--- src/rtl/acsi_cmd_queue_if.sv ---
// ACSI command queue bus bundle: CPU register port, IO-controller
// command/completion port and status outputs.
interface acsi_cmd_queue_if #(
    parameter int TARGETS = 8
);
    logic               clk_en;
    logic [TARGETS-1:0] enable;
    logic [1:0]         cpu_addr;
    logic               cpu_sel;
    logic               cpu_rw;
    logic [7:0]         cpu_din;
    logic [7:0]         cpu_dout;
    logic               irq;
    logic               cmd_valid;
    logic [2:0]         cmd_target;
    logic [4:0]         cmd_len;
    logic [3:0]         cmd_sel;
    logic [7:0]         cmd_byte;
    logic               dma_ack;
    logic               dma_nak;
    logic [7:0]         dma_status;
    logic               overflow;

    modport master (
        output clk_en, enable, cpu_addr, cpu_sel, cpu_rw, cpu_din,
               cmd_sel, dma_ack, dma_nak, dma_status,
        input  cpu_dout, irq, cmd_valid, cmd_target, cmd_len, cmd_byte, overflow
    );

    modport slave (
        input  clk_en, enable, cpu_addr, cpu_sel, cpu_rw, cpu_din,
               cmd_sel, dma_ack, dma_nak, dma_status,
        output cpu_dout, irq, cmd_valid, cmd_target, cmd_len, cmd_byte, overflow
    );
endinterface

--- src/rtl/acsi_cmd_queue.sv ---
// ACSI command front-end: captures CPU-written command blocks per target,
// queues completed commands for the IO controller and returns its status.
module acsi_cmd_queue #(
    parameter int TARGETS = 8,
    parameter int QDEPTH  = 2
) (
    input  logic            clk,
    input  logic            reset,
    acsi_cmd_queue_if.slave bus
);
    localparam int PW = (QDEPTH > 1) ? $clog2(QDEPTH) : 1;
    localparam int CW = $clog2(QDEPTH + 1);

    typedef enum logic [1:0] {S_IDLE, S_COLLECT, S_ICD} state_t;

    state_t           state_q, state_d;
    logic [2:0]       target_q, target_d;
    logic [4:0]       count_q, count_d;
    logic [15:0][7:0] buf_q, buf_d;
    logic             irq_q, irq_d;
    logic [7:0]       dout_q, dout_d;
    logic             overflow_q, overflow_d;
    logic [PW-1:0]    wr_ptr_q, wr_ptr_d;
    logic [PW-1:0]    rd_ptr_q, rd_ptr_d;
    logic [CW-1:0]    occ_q, occ_d;

    logic [2:0]       mem_target_q [QDEPTH];
    logic [4:0]       mem_len_q    [QDEPTH];
    logic [15:0][7:0] mem_bytes_q  [QDEPTH];

    logic       wr_cmd, wr_data, cpu_clr;
    logic       en_target, is_icd, last_byte;
    logic       fifo_valid, fifo_full, pop, ack_pop, push, irq_set;
    logic [7:0] en_pad;
    logic [4:0] cur_len;
    logic       unused_addr;

    // Total command length implied by the opcode byte.
    function automatic logic [4:0] cmd_length(input logic [7:0] op);
        if (op <= 8'h1f)                      return 5'd6;
        else if (op <= 8'h5f)                 return 5'd10;
        else if (op >= 8'h80 && op <= 8'h9f)  return 5'd16;
        else                                  return 5'd12;
    endfunction

    // Pad the enable vector to all 8 IDs; IDs beyond TARGETS read as disabled.
    always_comb begin
        en_pad                = '0;
        en_pad[TARGETS-1:0]   = bus.enable;
    end

    assign unused_addr = bus.cpu_addr[1];
    assign wr_cmd      = bus.cpu_sel && !bus.cpu_rw && bus.clk_en && !bus.cpu_addr[0];
    assign wr_data     = bus.cpu_sel && !bus.cpu_rw && bus.clk_en &&  bus.cpu_addr[0];
    assign cpu_clr     = bus.cpu_sel && bus.clk_en;
    assign en_target   = en_pad[bus.cpu_din[7:5]];
    assign is_icd      = (bus.cpu_din[4:0] == 5'h1f);
    assign cur_len     = cmd_length(buf_q[0]);
    assign last_byte   = (count_q + 5'd1) >= cur_len;
    assign fifo_valid  = (occ_q != '0);
    assign fifo_full   = (occ_q == CW'(QDEPTH));
    assign pop         = fifo_valid && (bus.dma_ack || bus.dma_nak);
    assign ack_pop     = fifo_valid && bus.dma_ack;

    // Capture FSM state register.
    always_ff @(posedge clk) begin
        if (reset) state_q <= S_IDLE;
        else       state_q <= state_d;
    end

    // Capture FSM next state: a command-byte write restarts from any state.
    always_comb begin
        state_d = state_q;
        if (wr_cmd) begin
            if (!en_target)  state_d = S_IDLE;
            else if (is_icd) state_d = S_ICD;
            else             state_d = S_COLLECT;
        end else if (wr_data) begin
            case (state_q)
                S_ICD:     state_d = S_COLLECT;
                S_COLLECT: if (last_byte) state_d = S_IDLE;
                default:   state_d = state_q;
            endcase
        end
    end

    // Capture FSM outputs: byte buffer, byte count, irq request, FIFO push.
    always_comb begin
        target_d   = target_q;
        count_d    = count_q;
        buf_d      = buf_q;
        irq_set    = 1'b0;
        push       = 1'b0;
        overflow_d = overflow_q;
        if (wr_cmd) begin
            target_d = bus.cpu_din[7:5];
            count_d  = '0;
            if (en_target && !is_icd) begin
                buf_d[0] = {3'b000, bus.cpu_din[4:0]};
                count_d  = 5'd1;
                irq_set  = 1'b1;
            end
        end else if (wr_data && state_q == S_ICD) begin
            buf_d[0] = bus.cpu_din;
            count_d  = 5'd1;
            irq_set  = 1'b1;
        end else if (wr_data && state_q == S_COLLECT) begin
            buf_d[count_q[3:0]] = bus.cpu_din;
            count_d             = count_q + 5'd1;
            if (!last_byte)              irq_set    = 1'b1;
            else if (!fifo_full || pop)  push       = 1'b1;
            else                         overflow_d = 1'b1;
        end
        // A completion ack wins over a simultaneous CPU clear.
        if (irq_set || ack_pop) irq_d = 1'b1;
        else if (cpu_clr)       irq_d = 1'b0;
        else                    irq_d = irq_q;
    end

    // FIFO pointers, occupancy and completion status.
    always_comb begin
        dout_d   = ack_pop ? bus.dma_status : dout_q;
        wr_ptr_d = wr_ptr_q;
        rd_ptr_d = rd_ptr_q;
        occ_d    = occ_q;
        if (push) wr_ptr_d = (wr_ptr_q == PW'(QDEPTH - 1)) ? '0 : wr_ptr_q + 1'b1;
        if (pop)  rd_ptr_d = (rd_ptr_q == PW'(QDEPTH - 1)) ? '0 : rd_ptr_q + 1'b1;
        case ({push, pop})
            2'b10:   occ_d = occ_q + 1'b1;
            2'b01:   occ_d = occ_q - 1'b1;
            default: occ_d = occ_q;
        endcase
    end

    // Datapath and status registers.
    always_ff @(posedge clk) begin
        if (reset) begin
            target_q   <= '0;
            count_q    <= '0;
            buf_q      <= '0;
            irq_q      <= 1'b0;
            dout_q     <= '0;
            overflow_q <= 1'b0;
            wr_ptr_q   <= '0;
            rd_ptr_q   <= '0;
            occ_q      <= '0;
        end else begin
            target_q   <= target_d;
            count_q    <= count_d;
            buf_q      <= buf_d;
            irq_q      <= irq_d;
            dout_q     <= dout_d;
            overflow_q <= overflow_d;
            wr_ptr_q   <= wr_ptr_d;
            rd_ptr_q   <= rd_ptr_d;
            occ_q      <= occ_d;
        end
    end

    // FIFO storage; contents are don't-care while the occupancy says empty.
    always_ff @(posedge clk) begin
        if (push) begin
            mem_target_q[wr_ptr_q] <= target_q;
            mem_len_q[wr_ptr_q]    <= cur_len;
            mem_bytes_q[wr_ptr_q]  <= buf_d;
        end
    end

    assign bus.cpu_dout   = dout_q;
    assign bus.irq        = irq_q;
    assign bus.overflow   = overflow_q;
    assign bus.cmd_valid  = fifo_valid;
    assign bus.cmd_target = fifo_valid ? mem_target_q[rd_ptr_q] : '0;
    assign bus.cmd_len    = fifo_valid ? mem_len_q[rd_ptr_q] : '0;
    assign bus.cmd_byte   = fifo_valid ? mem_bytes_q[rd_ptr_q][bus.cmd_sel] : '0;
endmodule

--- src/flat_wrapper.sv ---
// flat-port wrapper written by rule: the top's interface ports become plain ports
module acsi_cmd_queue_flat 
#(
    parameter int TARGETS = 8,
    parameter int QDEPTH  = 2
)
  (clk, reset, bus_clk_en, bus_enable, bus_cpu_addr, bus_cpu_sel, bus_cpu_rw, bus_cpu_din, bus_cmd_sel, bus_dma_ack, bus_dma_nak, bus_dma_status, bus_cpu_dout, bus_irq, bus_cmd_valid, bus_cmd_target, bus_cmd_len, bus_cmd_byte, bus_overflow);
  acsi_cmd_queue_if #(.TARGETS(TARGETS)) bus_i ();
  input  logic clk;
  input  logic reset;
  input wire logic [$bits(bus_i.clk_en)-1:0] bus_clk_en;
  input wire logic [$bits(bus_i.enable)-1:0] bus_enable;
  input wire logic [$bits(bus_i.cpu_addr)-1:0] bus_cpu_addr;
  input wire logic [$bits(bus_i.cpu_sel)-1:0] bus_cpu_sel;
  input wire logic [$bits(bus_i.cpu_rw)-1:0] bus_cpu_rw;
  input wire logic [$bits(bus_i.cpu_din)-1:0] bus_cpu_din;
  input wire logic [$bits(bus_i.cmd_sel)-1:0] bus_cmd_sel;
  input wire logic [$bits(bus_i.dma_ack)-1:0] bus_dma_ack;
  input wire logic [$bits(bus_i.dma_nak)-1:0] bus_dma_nak;
  input wire logic [$bits(bus_i.dma_status)-1:0] bus_dma_status;
  output wire logic [$bits(bus_i.cpu_dout)-1:0] bus_cpu_dout;
  output wire logic [$bits(bus_i.irq)-1:0] bus_irq;
  output wire logic [$bits(bus_i.cmd_valid)-1:0] bus_cmd_valid;
  output wire logic [$bits(bus_i.cmd_target)-1:0] bus_cmd_target;
  output wire logic [$bits(bus_i.cmd_len)-1:0] bus_cmd_len;
  output wire logic [$bits(bus_i.cmd_byte)-1:0] bus_cmd_byte;
  output wire logic [$bits(bus_i.overflow)-1:0] bus_overflow;
  assign bus_i.clk_en = bus_clk_en;
  assign bus_i.enable = bus_enable;
  assign bus_i.cpu_addr = bus_cpu_addr;
  assign bus_i.cpu_sel = bus_cpu_sel;
  assign bus_i.cpu_rw = bus_cpu_rw;
  assign bus_i.cpu_din = bus_cpu_din;
  assign bus_i.cmd_sel = bus_cmd_sel;
  assign bus_i.dma_ack = bus_dma_ack;
  assign bus_i.dma_nak = bus_dma_nak;
  assign bus_i.dma_status = bus_dma_status;
  assign bus_cpu_dout = bus_i.cpu_dout;
  assign bus_irq = bus_i.irq;
  assign bus_cmd_valid = bus_i.cmd_valid;
  assign bus_cmd_target = bus_i.cmd_target;
  assign bus_cmd_len = bus_i.cmd_len;
  assign bus_cmd_byte = bus_i.cmd_byte;
  assign bus_overflow = bus_i.overflow;
  acsi_cmd_queue #(.TARGETS(TARGETS), .QDEPTH(QDEPTH)) u_core (.clk(clk), .reset(reset), .bus(bus_i));
endmodule
--- config.mk ---
export PLATFORM = sky130hd
export DESIGN_NAME = acsi_cmd_queue_flat
export DESIGN_NICKNAME = d
export VERILOG_FILES = /design/src/rtl/acsi_cmd_queue_if.sv /design/src/rtl/acsi_cmd_queue.sv /design/src/flat_wrapper.sv
export SDC_FILE = /design/constraint.sdc
export NUM_CORES = 1
export LEC_CHECK = 0
export CAP_MARGIN = 20
export CORE_UTILIZATION = 35
export DETAILED_ROUTE_END_ITERATION = 8
export SLEW_MARGIN = 0
export SYNTH_ARGS = -nofsm -noshare
export SYNTH_HDL_FRONTEND = slang
export SYNTH_SLANG_ARGS = --single-unit
export TNS_END_PERCENT = 1
--- constraint.sdc ---
create_clock -name clk -period 8.8 [get_ports clk]
set_input_delay 2.2 -clock clk [delete_from_list [all_inputs] [get_ports clk]]
set_output_delay 2.2 -clock clk [all_outputs]
set_load 0.01 [all_outputs]
---- Word level (Yosys, flattened, before mapping) ----
Memories as Yosys holds them, arrays and structs flattened. A register that Yosys moved wholly into a read port is not among the register bits.
Cells that the tools add are included.
word-level totals
  flip-flop bits (word level) ............. 152
  RAM bits ................................ 272
  logic and storage cells ................. 131
  memories kept ........................... 3
cells by class
  add/subtract/negate cells ............... 5
  magnitude comparators ................... 9
  eq/ne operators ......................... 7
  multiplexer cells ....................... 52
  bitwise logic cells ..................... 3
  reductions and logical operators ........ 27
memory list
  memory               words  bits a word  rd ports  clocked after Yosys merged registers in  wr ports  line                  RTL
  u_core.mem_bytes_q   2      128          1         1                                        1         acsi_cmd_queue.sv:29  logic [15:0][7:0] mem_bytes_q [QDEPTH];
  u_core.mem_len_q     2      5            1         1                                        1         acsi_cmd_queue.sv:28  logic [4:0] mem_len_q [QDEPTH];
  u_core.mem_target_q  2      3            1         1                                        1         acsi_cmd_queue.sv:27  logic [2:0] mem_target_q [QDEPTH];
operators with widths
  kind                                                             count
  2-to-1 mux 120 bit                                               2
  bitwise mux 128 bit                                              1
  2-to-1 mux 128 bit                                               1
  2-to-1 mux 8 bit                                                 6
  2-to-1 mux 5 bit                                                 7
  binary-select mux 8 bit (select 4 bit)                           1
  demux 8 bit (select 4 bit)                                       1
  2-to-1 mux 1 bit                                                 24
  logical AND 1 bit                                                12
  < comparator 4 x 5 -> 1 bit (second input constant)              2
  2-to-1 mux 2 bit                                                 5
  >= comparator 8 bit (second input constant)                      1
  less-or-equal comparator 8 x 5 -> 1 bit (second input constant)  1
  less-or-equal comparator 8 x 7 -> 1 bit (second input constant)  1
  less-or-equal comparator 8 bit (second input constant)           1
  case mux 2 bit (2 select lines)                                  2
  nonzero test 2 bit                                               4
  == test 2 bit (second input constant)                            3
  nonzero test 3 bit                                               2
  adder 5 x 1 -> 5 bit (second input constant)                     1
  == test 5 bit (second input constant)                            1
  >= comparator 5 bit                                              1
  AND reduction 5 bit                                              1
  == test 2 x 1 -> 1 bit (second input constant)                   2
  other kinds (12)                                                 20

---- Longest topological paths before layout ----
  word-level depth ........................ 12
  mapped depth ............................ 12
  gate-level depth less buffers ........... 11

---- Worst setup path before layout ----
Ideal clock, no wire load.
  path type ............................... in2reg
  start ................................... in bus_cpu_rw
  end ..................................... mem u_core.mem_bytes_q[0][0] in the netlist's numbering, enable pin
  arrival time ............................ 8.678 ns
  setup slack ............................. -0.509 ns
  stages .................................. 5
  buffers on the path ..................... 1
  path through ............................ nand3b_4 -> nor3_2 -> buf_2 -> o211ai_1 -> nor2_1
between the ends
  longest elaborated chain between the ends .. 10
  elaborated cells between the ends (all ways) .. 12
  those cells by class .................... 5 x mux; 7 x reduce/logical
RTL lines
  what                                        line                                        RTL
  start: declaration                          flat_wrapper.sv:15                          input wire logic [$bits(bus_i.cpu_rw)-1:0] bus_cpu_rw;
  zero test 1 bit (*)                         acsi_cmd_queue.sv:53, acsi_cmd_queue.sv:54
  logical AND 1 bit (*) (2 in a row)          acsi_cmd_queue.sv:53, acsi_cmd_queue.sv:54
  logical AND 1 bit                           acsi_cmd_queue.sv:54                        assign wr_data = bus.cpu_sel && !bus.cpu_rw && bus.clk_en && bus.cpu_addr[0];
  logical AND 1 bit                           acsi_cmd_queue.sv:107                       end else if (wr_data && state_q == S_COLLECT) begin
  2-to-1 mux 1 bit                            acsi_cmd_queue.sv:107
  2-to-1 mux 1 bit                            acsi_cmd_queue.sv:103                       end else if (wr_data && state_q == S_ICD) begin
  2-to-1 mux 1 bit (*)                        acsi_cmd_queue.sv:95                        if (wr_cmd) begin
  2-to-1 mux 1 bit (*)                        acsi_cmd_queue.sv:162                       if (push) begin
  2-to-1 mux 1 bit (not written as such) (*)  acsi_cmd_queue.sv:165                       mem_bytes_q[wr_ptr_q] <= buf_d;
  end: declaration                            acsi_cmd_queue.sv:29
Mark *: on every way between the ends. The rest lies on a longest branch, timed or not.

---- Final worst setup path ----
  start ................................... in bus_cmd_sel[2]
  end ..................................... out bus_cmd_byte[2]
between the ends
  longest elaborated chain between the ends .. 3
RTL lines
  what                                    line                   RTL
  start: declaration                      flat_wrapper.sv:17     input wire logic [$bits(bus_i.cmd_sel)-1:0] bus_cmd_sel;
  binary-select mux 8 bit (select 4 bit)  acsi_cmd_queue.sv:175  assign bus.cmd_byte = fifo_valid ? mem_bytes_q[rd_ptr_q][bus.cmd_sel] : '0;
  2-to-1 mux 8 bit (not written as such)  acsi_cmd_queue.sv:175
  2-to-1 mux 8 bit                        acsi_cmd_queue.sv:175
  end: declaration                        flat_wrapper.sv:26     output wire logic [$bits(bus_i.cmd_byte)-1:0] bus_cmd_byte;
Every way passes these cells. The select of a mux whose other input is x is not followed.

==> flow_metrics.tcl <==
set metrics [dict create \
    status "finished, final reports clean" \
    dr_wl_met2_mm 16.9 \
    antenna_found_initial 3 \
    drt_first_iter_violations 631 \
    yosysUniqueCellTypes 49 \
    clock_latency_ns 0.56 \
    cts_setup_buffers 0 \
    startpoint_type "input pin" \
    first_pass_iters 5 \
    synth_area_um2 16800 \
    track_usage_pct 14.5 \
    critPathMaxStageDelay_ns 0.96 \
    synth_top_family_by_area "multiplexers" \
    row_count 80 \
    critPathKind "input pin to output port" \
    root_buffer "clkbuf_16" \
    boundaryPins 64 \
    gp_congestion 0.752 \
    reg2regPathDepth 9 \
    routed_wl_mm 34.9 \
    io_buffers 61 \
    syn_nets 1086 \
    synth_fa_ha_area_share_pct 0.817 \
    area_growth_pct 16.3 \
    top_layer_used "met5" \
    post_cts_resized 0 \
    drc 0 \
    synth_commonest_cells "edfxtp_1 (270), dfxtp_1 (153), nor2b_1 (133), mux2_2 (125), mux4_2 (72)" \
    synth_area_leaders "edfxtp_1 (48%), dfxtp_1 (18%), mux4_2 (9.6%), mux2_2 (8.4%), nor2b_1 (4.9%)" \
    crit_top_cell "clkdlybuf4s50_1" \
    synth_warnings 0 \
    grt.overflow.total 0 \
    fin_area_um2 19600 \
    synth-compound-area-share_pct 2.74 \
    drt-met1-wl_mm 16.1 \
    cts_tree "yes" \
    p_total_w 0.00406 \
    vias 8778 \
    layout.nets 1153 \
    crit_buf_inv 2 \
    yosys.area_share.simple_pct 8.24 \
    ant_nets 0 \
    cts.sinks 423 \
    whs_path_depth 0 \
    arrival_ns 5.13 \
    synth_enable_flop_cells 270 \
    power.density_nw_per_um2 207 \
    grt_pass1_wl_mm 53.5 \
    cts_max_level 2 \
    grt_max_degree 112 \
    cp_cell_sequence "clkdlybuf4s50_1 -> nor2_1 -> nand2_1 -> o22ai_1 -> a2111oi_0 -> clkdlybuf4s50_1" \
    core_um2 47600 \
    relSlewSlack_pct 42.8 \
    maxSlewViolCount 0 \
    syn_area_per_cell_um2 16.2 \
    cp-end-kind "output port" \
    layout-drive-gt1-share_pct 27.3 \
    async_flop_share_pct 0 \
    period_share_pct 83.3 \
    finClkSkew_ns 0.0154 \
    critPathSlowestCell "clkdlybuf4s50_1" \
    synth_top_area_cell "edfxtp_1" \
    clk_pin_slew_ns 0.06 \
    placed_area_um2 18100 \
    required_ns 6.60 \
    cp.depth 6 \
    cp_top_family "buffers and inverters" \
    synth_top_cell_area_share_pct 48.1 \
    worst_pin_slew_ns 0.857 \
    vdd_drop_max_mv 0.130 \
    rsz0062_at_grt "false" \
    p_leak_nw 6.92 \
    ys.flop_type "edfxtp_1" \
    fin_tns_setup_ns 0 \
    muxShareOfSynthArea_pct 19.2 \
    die_area_um2 49000 \
    ff2ff_setup_slack_ns 4.57 \
    die_x_um 221 \
    start_util_pct 35.4 \
    synth-seq-cells 423 \
    die_h_um 221 \
    ys_seq_area_share_pct 66.3 \
    finalSetupViolations 0 \
    hold_class "flip-flop to flip-flop" \
    synth-xor-area-share_pct 0.416 \
    hold_viol 0 \
    grt_pass1_vias 8983 \
    layout_min_cycle_time_ns 7.33 \
    synthCells 1038 \
    wl_per_cell_um 19.9 \
    dpl.hpwl_mm 20.3 \
    filler_cell_count 4268 \
    cts_hold_buf 0 \
    wl_met3_mm 1.28 \
    fmax_ghz 0.136 \
    vias_per_cell 5.00 \
    synth_most_common_cell "edfxtp_1" \
    crit_fanout 7 \
    max-clock-path-buffers 3 \
    cts_buffers 44 \
    max_cap_viol_count 0 \
]
## where the power goes
group	internal (W)	switching, W	total [W]	leakage, nW
sequential	0.00209	0.00000123	0.00209	3.84
clock	0.00111	0.000743	0.00186	0.709
combinational	0.0000452	0.0000650	0.000110	2.37
total	0.00325	0.000809	0.00406	6.92
## sequential cells by signal, summed over array words and instances, names as in the netlist, named ones only
signal               cells
u_core.buf_q           128
u_core.bus.cpu_dout      8
u_core.bus.irq           1
u_core.bus.overflow      1
u_core.count_q           5
u_core.mem_bytes_q     256
u_core.mem_len_q         8
u_core.mem_target_q      6
u_core.occ_q             2
u_core.rd_ptr_q          1
u_core.state_q           2
u_core.target_q          3
u_core.wr_ptr_q          1
## layout by cell type (no fill, tap or decap), types with 9 or more instances in the layout
cell type	instances
edfxtp_1	270
dfxtp_1	152
a21oi_1	19
nor2_1	36
mux2_2	125
mux4_2	72
clkbuf_16	45
clkdlybuf4s50_1	58
nand2_1	17
mux2i_1	21
buf_4	18
nor2b_1	133
o21ai_0	10
nand3_2	11
clkbuf_1	12
inv_1	18
clkinv_2	9
ha_1	11
## routing by layer
layer	global-route usage (%)	vias to the layer above
li1	-	4047
met1	19.0	4550
met4	4.13	2
met3	2.99	56
met2	24.1	123
met5	0	-
## worst register-to-register path, delay by kind of cell, from the launching register on
family,cells,cell delay (ns)
AO/OA/AOI/OAI,3,0.85
XOR/XNOR,1,0.19
adder cells (fa/ha/maj),2,0.78
buffers and inverters,1,0.56
flip-flops,1,0.42
AND/OR/NAND/NOR,2,0.90
## per-stage QoR
stage	hold WS (ns)	setup slack, ns	std cells	utilization (%)
2_1_floorplan	0.419	-0.509	1038	-
3_3_place_gp	0.425	1.39	1672	38.0
3_5_place_dp	0.443	1.40	1672	38.0
4_1_cts	0.458	1.40	1753	41.0
5_1_grt	0.471	1.22	1755	41.1
6_report	0.454	1.47	1756	41.1
## final cells by class
type                       count  area [µm²]  share of cell area [%]
timing repair buffer          81         803                    4.10
inverter                      18        67.6                   0.345
sequential                   423       11200                    57.0
clock inverter                21         243                    1.24
tap                          615         769                    3.93
antenna                        1        2.50                  0.0128
clock buffer                  60        1210                    6.19
multi-input combinational    537        5320                    27.2
## path summary, 6_finish.rpt
path                               end                from
max                    bus_cmd_byte[2]      bus_cmd_sel[2]
min          u_core.mem_target_q[0][2]  u_core.target_q[2]
max reg2reg  u_core.mem_bytes_q[1][36]   u_core.count_q[0]
min reg2reg  u_core.mem_target_q[0][2]  u_core.target_q[2]
## logic make-up after synthesis
group	count (synthesis)
xor+xnor	8
flops	423
other cells	1
fa+ha+maj	11
simple gates	229
buf+inv	78
mux	218
compound gates	70
No activity file was read; power rests on OpenSTA's default activity.
